[config.mk]
export PLATFORM = sky130hd
export DESIGN_NAME = ncc_desc_sender
export DESIGN_NICKNAME = d
export VERILOG_FILES = /design/src/rtl/ncc_desc_sender.sv
export SDC_FILE = /design/constraint.sdc
export NUM_CORES = 1
export LEC_CHECK = 0
export ABC_AREA = 1
export CORE_UTILIZATION = 43
export DETAILED_ROUTE_END_ITERATION = 7
export GPL_ROUTABILITY_DRIVEN = 0
export PLACE_DENSITY_LB_ADDON = 0.15
export SETUP_SLACK_MARGIN = 0.4
export SLEW_MARGIN = 20
export SYNTH_ARGS = -nofsm -noshare
export SYNTH_HDL_FRONTEND = slang
export SYNTH_SLANG_ARGS = --single-unit
[constraint.sdc]
create_clock -name clk -period 3.04 [get_ports clk]
set_input_delay 0.456 -clock clk [delete_from_list [all_inputs] [get_ports clk]]
set_output_delay 0.456 -clock clk [all_outputs]
set_load 0.1 [all_outputs]
[src/rtl/ncc_desc_sender.sv]
// ---------------------------------------------------------------------------
// ncc_desc_sender
// Transmit side of the NCC descriptor-load handshake. Reads one 16x16
// descriptor of 8-bit pixels (NUM_WORDS words, 4 pixels per word) from a
// word-addressed buffer. Each word is presented to the NCC loader and held
// until the loader acknowledges it.
//
// Ports
//   clk, rst         clock; asynchronous active-high reset
//   start, base_addr begin a transfer at base_addr (only accepted in IDLE)
//   abort            cancel the transfer in progress
//   mem_rd_en/addr   buffer read strobe/address; data valid one cycle later
//   mem_rd_data      buffer read data
//   desc_data_out    presented word, pixel for column 4g in [31:24]
//   desc_data_ready  desc_data_out valid; held until desc_data_ack
//   desc_data_ack    receiver accepts the word this cycle
//   desc_row/col_grp row and column group of the presented word
//   busy             high in any state other than IDLE
//   done             one-cycle pulse after the last word is accepted
// ---------------------------------------------------------------------------
module ncc_desc_sender #(
   parameter int NUM_WORDS = 64,
   parameter int ADDR_W    = 16
) (
   input  logic              clk,
   input  logic              rst,
   input  logic              start,
   input  logic [ADDR_W-1:0] base_addr,
   input  logic              abort,
   output logic              mem_rd_en,
   output logic [ADDR_W-1:0] mem_addr,
   input  logic [31:0]       mem_rd_data,
   output logic [31:0]       desc_data_out,
   output logic              desc_data_ready,
   input  logic              desc_data_ack,
   output logic [3:0]        desc_row,
   output logic [1:0]        desc_col_group,
   output logic              busy,
   output logic              done
);

   typedef enum logic [2:0] {
      IDLE     = 3'd0,
      FETCH    = 3'd1,
      WAIT_MEM = 3'd2,
      PRESENT  = 3'd3,
      DONE     = 3'd4
   } state_t;

   localparam logic [5:0] LAST_INDEX = 6'(NUM_WORDS - 1);

   state_t            state;
   state_t            state_next;
   logic [5:0]        index;
   logic [5:0]        index_next;
   logic [ADDR_W-1:0] base;
   logic [ADDR_W-1:0] base_next;

   // Row/group come straight from the word index register: the group is the
   // low two bits, so it wraps 3->0 before the row advances.
   assign desc_row       = index[5:2];
   assign desc_col_group = index[1:0];

   // Next-state, index and base-address selection.
   always_comb begin
      state_next = state;
      index_next = index;
      base_next  = base;
      case (state)
         IDLE: begin
            if (start) begin
               state_next = FETCH;
               base_next  = base_addr;
               index_next = 6'd0;
            end else begin
               state_next = IDLE;
            end
         end
         FETCH:    state_next = WAIT_MEM;
         WAIT_MEM: state_next = PRESENT;
         PRESENT: begin
            if (desc_data_ack) begin
               if (index == LAST_INDEX) begin
                  state_next = DONE;
               end else begin
                  state_next = FETCH;
                  index_next = index + 6'd1;
               end
            end else begin
               state_next = PRESENT;
            end
         end
         DONE: begin
            state_next = IDLE;
            index_next = 6'd0;
         end
         default: begin
            state_next = IDLE;
            index_next = 6'd0;
         end
      endcase
      // Abort wins over everything, including an ack in PRESENT.
      if (abort && (state != IDLE)) begin
         state_next = IDLE;
         index_next = 6'd0;
      end else begin
         state_next = state_next;
      end
   end

   // State register; outputs are registered from the next state so they
   // line up with the state they describe.
   always_ff @(posedge clk or posedge rst) begin
      if (rst) begin
         state           <= IDLE;
         index           <= 6'd0;
         base            <= '0;
         mem_rd_en       <= 1'b0;
         mem_addr        <= '0;
         desc_data_out   <= 32'd0;
         desc_data_ready <= 1'b0;
         busy            <= 1'b0;
         done            <= 1'b0;
      end else begin
         state           <= state_next;
         index           <= index_next;
         base            <= base_next;
         mem_rd_en       <= (state_next == FETCH);
         desc_data_ready <= (state_next == PRESENT);
         busy            <= (state_next != IDLE);
         done            <= (state_next == DONE);
         // Address wraps modulo 2^ADDR_W by truncation.
         if (state_next == FETCH) begin
            mem_addr <= base_next + ADDR_W'(index_next);
         end else begin
            mem_addr <= mem_addr;
         end
         // Read data is only meaningful in WAIT_MEM; ignore it elsewhere.
         if (state == WAIT_MEM) begin
            desc_data_out <= mem_rd_data;
         end else begin
            desc_data_out <= desc_data_out;
         end
      end
   end

endmodule

# [After elaboration in Yosys (flattened, before gate mapping)]
# Index checks and enable logic that the tools add are counted.
[classes] n_addsub=2 eq_ne=7 mux=12 reduce_logical=5
[op_table] op="2-to-1 mux 16 bit" n=2
[op_table] op="2-to-1 mux 6 bit" n=4
[op_table] op="case mux 6 bit (3 select lines)" n=1
[op_table] op="adder 16 x 6 -> 16 bit" n=1
[op_table] op="case mux 3 bit (4 select lines)" n=1
[op_table] op="== test 3 x 2 -> 1 bit, second input constant" n=3
[op_table] op="2-to-1 mux 3 bit" n=3
[op_table] op="adder 6 x 1 -> 6 bit, second input constant" n=1
[op_table] op="== test 3 x 1 -> 1 bit, second input constant" n=2
[op_table] op="== test 6 bit, second input constant" n=1
[op_table] op="nonzero test 3 bit" n=2
[op_table] op="== test 3 bit, second input constant" n=1
[op_table] op="logical NOT 3 bit" n=1
[op_table] op="OR reduction 2 bit" n=1
[op_table] op="logical AND 1 bit" n=1
[op_table] op="2-to-1 mux 1 bit" n=1
[totals] register_bits=77 input_bits=53 out_inout_bits=58 wordCells=35

# [Longest topological paths before layout]
[depth] ltp_word=6 mapped_depth=20 mapped_depth_nobuf=20

# [Worst setup path after synthesis]
# OpenSTA, ideal clock, no wires.
[synth_path] path_kind="flip-flop to flip-flop" from="reg index[0]" to="reg mem_addr[14]" setup_time_ns=0.120 arrival_ns=3.382 required_time_ns=2.920 slack_ns=-0.462 path_stages_with_launch=19 period_less_slack_ns=3.502 path_cell_list="dfrtp_1 ha_1 nand3_1 nor2_1 a21oi_1 inv_1 a21oi_1 a21oi_1 ha_1 inv_1 fa_1 nor3_1 nor2_1 nor2_4 nand3_1 nand2_1 nand2_1 nand2_1 nand2_1"
[synth_between] elab_chain_cells=6
[synth_rtl] item="from (decl)" line="54" rtl="logic [5:0] index;"
[synth_rtl] item="from (signal assigned)" line="126" rtl="index <= index_next;"
[synth_rtl] item="adder 6 x 1 -> 6 bit / == test 6 bit (equally long branches)" line="87, 83"
[synth_rtl] item="2-to-1 mux 6 bit" line="83" rtl="if (index == LAST_INDEX) begin"
[synth_rtl] item="2-to-1 mux 6 bit" line="82" rtl="if (desc_data_ack) begin"
[synth_rtl] item="case mux 6 bit (3 select lines) (*)" line="69" rtl="case (state)"
[synth_rtl] item="2-to-1 mux 6 bit (*)" line="103" rtl="if (abort && (state != IDLE)) begin"
[synth_rtl] item="net index_next[0]" line="55" rtl="logic [5:0] index_next;"
[synth_rtl] item="adder 16 x 6 -> 16 bit (*)" line="134" rtl="mem_addr <= base_next + ADDR_W'(index_next);"
[synth_rtl] item="to (signal assigned)" line="134"
[synth_rtl] item="to (signal assigned)" line="136" rtl="mem_addr <= mem_addr;"
[synth_rtl] item="to (decl)" line="31" rtl="output logic [ADDR_W-1:0] mem_addr,"
# The timed path passes the listed nets; every way through them passes the cells marked *.
# A chain may end at the register's enable or synchronous reset.

# [Final worst setup path]
[layout_path] from="in desc_data_ack" to="reg mem_addr[6]"
[layout_between] elab_chain_cells=4
[layout_rtl] item="from (decl)" line="35" rtl="input logic desc_data_ack,"
[layout_rtl] item="2-to-1 mux 6 bit" line="82"
[layout_rtl] item="case mux 6 bit (3 select lines)" line="69"
[layout_rtl] item="2-to-1 mux 6 bit" line="103"
[layout_rtl] item="net index_next[5]" line="55"
[layout_rtl] item="adder 16 x 6 -> 16 bit" line="134"
# The timed path passes the listed nets, and every way through them passes these cells.

==> impl_metrics.ini <==
[status]
status = finished, final reports clean

[clocking]
cts_made_buffers = 9
clk_pin_slew_worst_paths_ps = 70
cts-htree-levels = 3
clock-sinks = 77
clk_latency_ps = 350
cts_buffer_depth = 2
cts_tree = done
root_buffer = clkbuf_8
hold_buffers = 0

[yosys]
ys.flop_type = dfrtp_1
async_flop_share_pct = 100
syn_nets = 515
synth_top_area_share_pct = 52.1
synth-seq-area-share_pct = 52.1
synthTopCellsByArea = dfrtp_1 (52%), nand2_1 (23%), inv_1 (3.0%)
syn_inst = 454
netlist.top_cell.by_area = dfrtp_1
syn_avg_cell_area_um2 = 8.14
synth_cell_types = 35
synth_edf_count = 0
ys.warnings.count = 0
syn-cell-area_um2 = 3700
ys_ff_latch = 77

[route]
totalWireLength_um = 9520
drtIter0Drc = 129
wl_per_cell_um = 13.4
drc = 0
avgViaCountPerCell = 4.76
via_count = 3378
drt_pass1_iterations = 5
ant_nets = 0

[finish]
nets = 661
multiInputGateArea_um2 = 1770
num_antenna_cells = 0
fill_cells = 694
layout-drive-gt1-share_pct = 29.3
post-route-util_pct = 65.6
area_growth_pct = 46.5
register_area_um2 = 1930

[placement]
dp_hpwl_um = 6500
io_buffers = 110

[sta]
fmax_mhz = 366
setup_viol = 0
finalCritPeriodShare_pct = 89.9
slew_headroom_pct = 67.1
tightest_slew_ps = 493
grt_setup_unrepaired = yes
hold_viol_final = 0
fin_skew_ps = 9.62
finalMaxSlewViolations = 0
fin_crit_ps = 2730

[setup_path]
cp.required_ps = 3280
r2r-end = mem_addr[12]
startpoint_type = input pin
crit_type = input pin to flop
endpoint_kind = flop
worstPathArrival_ps = 2970
path_max_fanout = 3
ff2ff_path_depth = 17
r2r-start = index[1]
r2r_slack_ps = 350

[floorplan]
start_util_pct = 44.8
coreArea_um2 = 8260
die-height_um = 94.7
ios = 111
rows = 33
dieArea_um2 = 8970
die_x_um = 94.7

[hold_path]
hold_end = desc_data_out[5]
hold_path_depth = 2
holdCritPathClass = flop to flop
min_from = desc_data_out[5]

[global_routing]
grt_overflow = 0
grt_pass1_vias = 3278
track_usage_pct = 21.7
grt_antenna_before_repair = 0
grt_max_degree = 41
grt_pass1_wl_um = 15000

[run]
drv_cap = 0
[critical path, cell delays in order]
cell             delay, ps
clkdlybuf4s50_1        510
nand4_1                120
inv_1                  100
nand3_1                 80
or2_2                  270
nand3_1                 60
nand2_1                 60
a21oi_2                220
ha_4                   240
a21oi_1                140
o21ai_1                100
nor2_2                 200
buf_4                  150
xor2_1                 180
o21ai_2                 80
[worst max-delay path by stage]
stage	startpoint	to	slack, ps	cells past startpoint
final	desc_data_ack	mem_addr[6]	310	15
after global routing	index[1]	mem_addr[13]	170	18
after CTS	index[1]	mem_addr[7]	400	17
after detailed placement	desc_data_ack	mem_addr[14]	-20	18
after global placement	desc_data_ack	mem_addr[14]	50	18
after floorplan	index[0]	mem_addr[14]	160	18
[area by class of cell]
cell class                      count  area share, %
Tap cell                          105           2.43
Sequential cell                    77           35.7
Multi-Input combinational cell    334           32.7
Clock inverter                      5           1.85
Clock buffer                       11           2.43
Inverter                           34           2.40
Timing Repair Buffer              144           22.4
[state kept, by name, summed over array words and instances (netlist names)]
signal           cells
index                6
state                3
base                16
mem_addr            16
desc_data_out       32
desc_data_ready      1
done                 1
mem_rd_en            1
busy                 1
[Yosys cell counts (all sizes together), types with 2 or more instances]
cell type,count
nand3,18
xnor2,2
inv,34
or2,2
clkbuf,4
ha,7
nand2,237
xor2,5
nor2,17
dfrtp,77
buf,6
nand4,3
o21ai,18
a21oi,12
o21bai,3
nor3,4
[what timing repair did]
action / in CTS / in global routing
pin swaps: 5 / 16
gates cloned: 1 / 0
buffers inserted: 6 / 10
resized for setup: 14 / 16
setup endpoints to repair: 11 / 11
[cells by family after synthesis]
| family | share of synthesized area [%] |
|---|---|
| simple gates | 32.2 |
| flops | 52.1 |
| buf+inv | 5.08 |
| compound gates | 6.03 |
| fa+ha+maj | 2.91 |
| xor+xnor | 1.66 |
[layout by cell type, fill, tap and decap left out, types with 4 or more instances in the layout]
master and n:
dfrtp_2 6, nand2_2 11, clkdlybuf4s50_1 52, dfrtp_1 71
buf_4 91, clkbuf_8 9, a21oi_1 6, ha_4 4
nor2_4 6, nand3_1 10, nand2_1 225, nor2_1 6
nand3_2 6, a21oi_2 6, inv_1 26, o21ai_2 7
o21ai_1 7, inv_2 7, o21ai_0 4, xor2_1 4
nor2_2 4
[per-layer routing]
layer	global-route usage (%)	routed length, µm
met4	10.1	245
met1	27.7	4170
met5	0	0
met3	3.62	542
met2	35.9	4560
[per-stage QoR]
step	setup WS (ps)	setup TNS, ps	hold slack (ps)	cell area, µm²	std cells
after global routing	165	0	502	5410	710
after detailed placement	-24.4	-81.0	466	4930	677
after global placement	48.0	0	463	4930	677
after CTS	397	0	486	5290	700
final	308	0	482	5410	710
after floorplan	162	0	442	3770	454
Power is not shown: default switching activity piles up to over one toggle a cycle in this logic, so the estimate is an artifact.
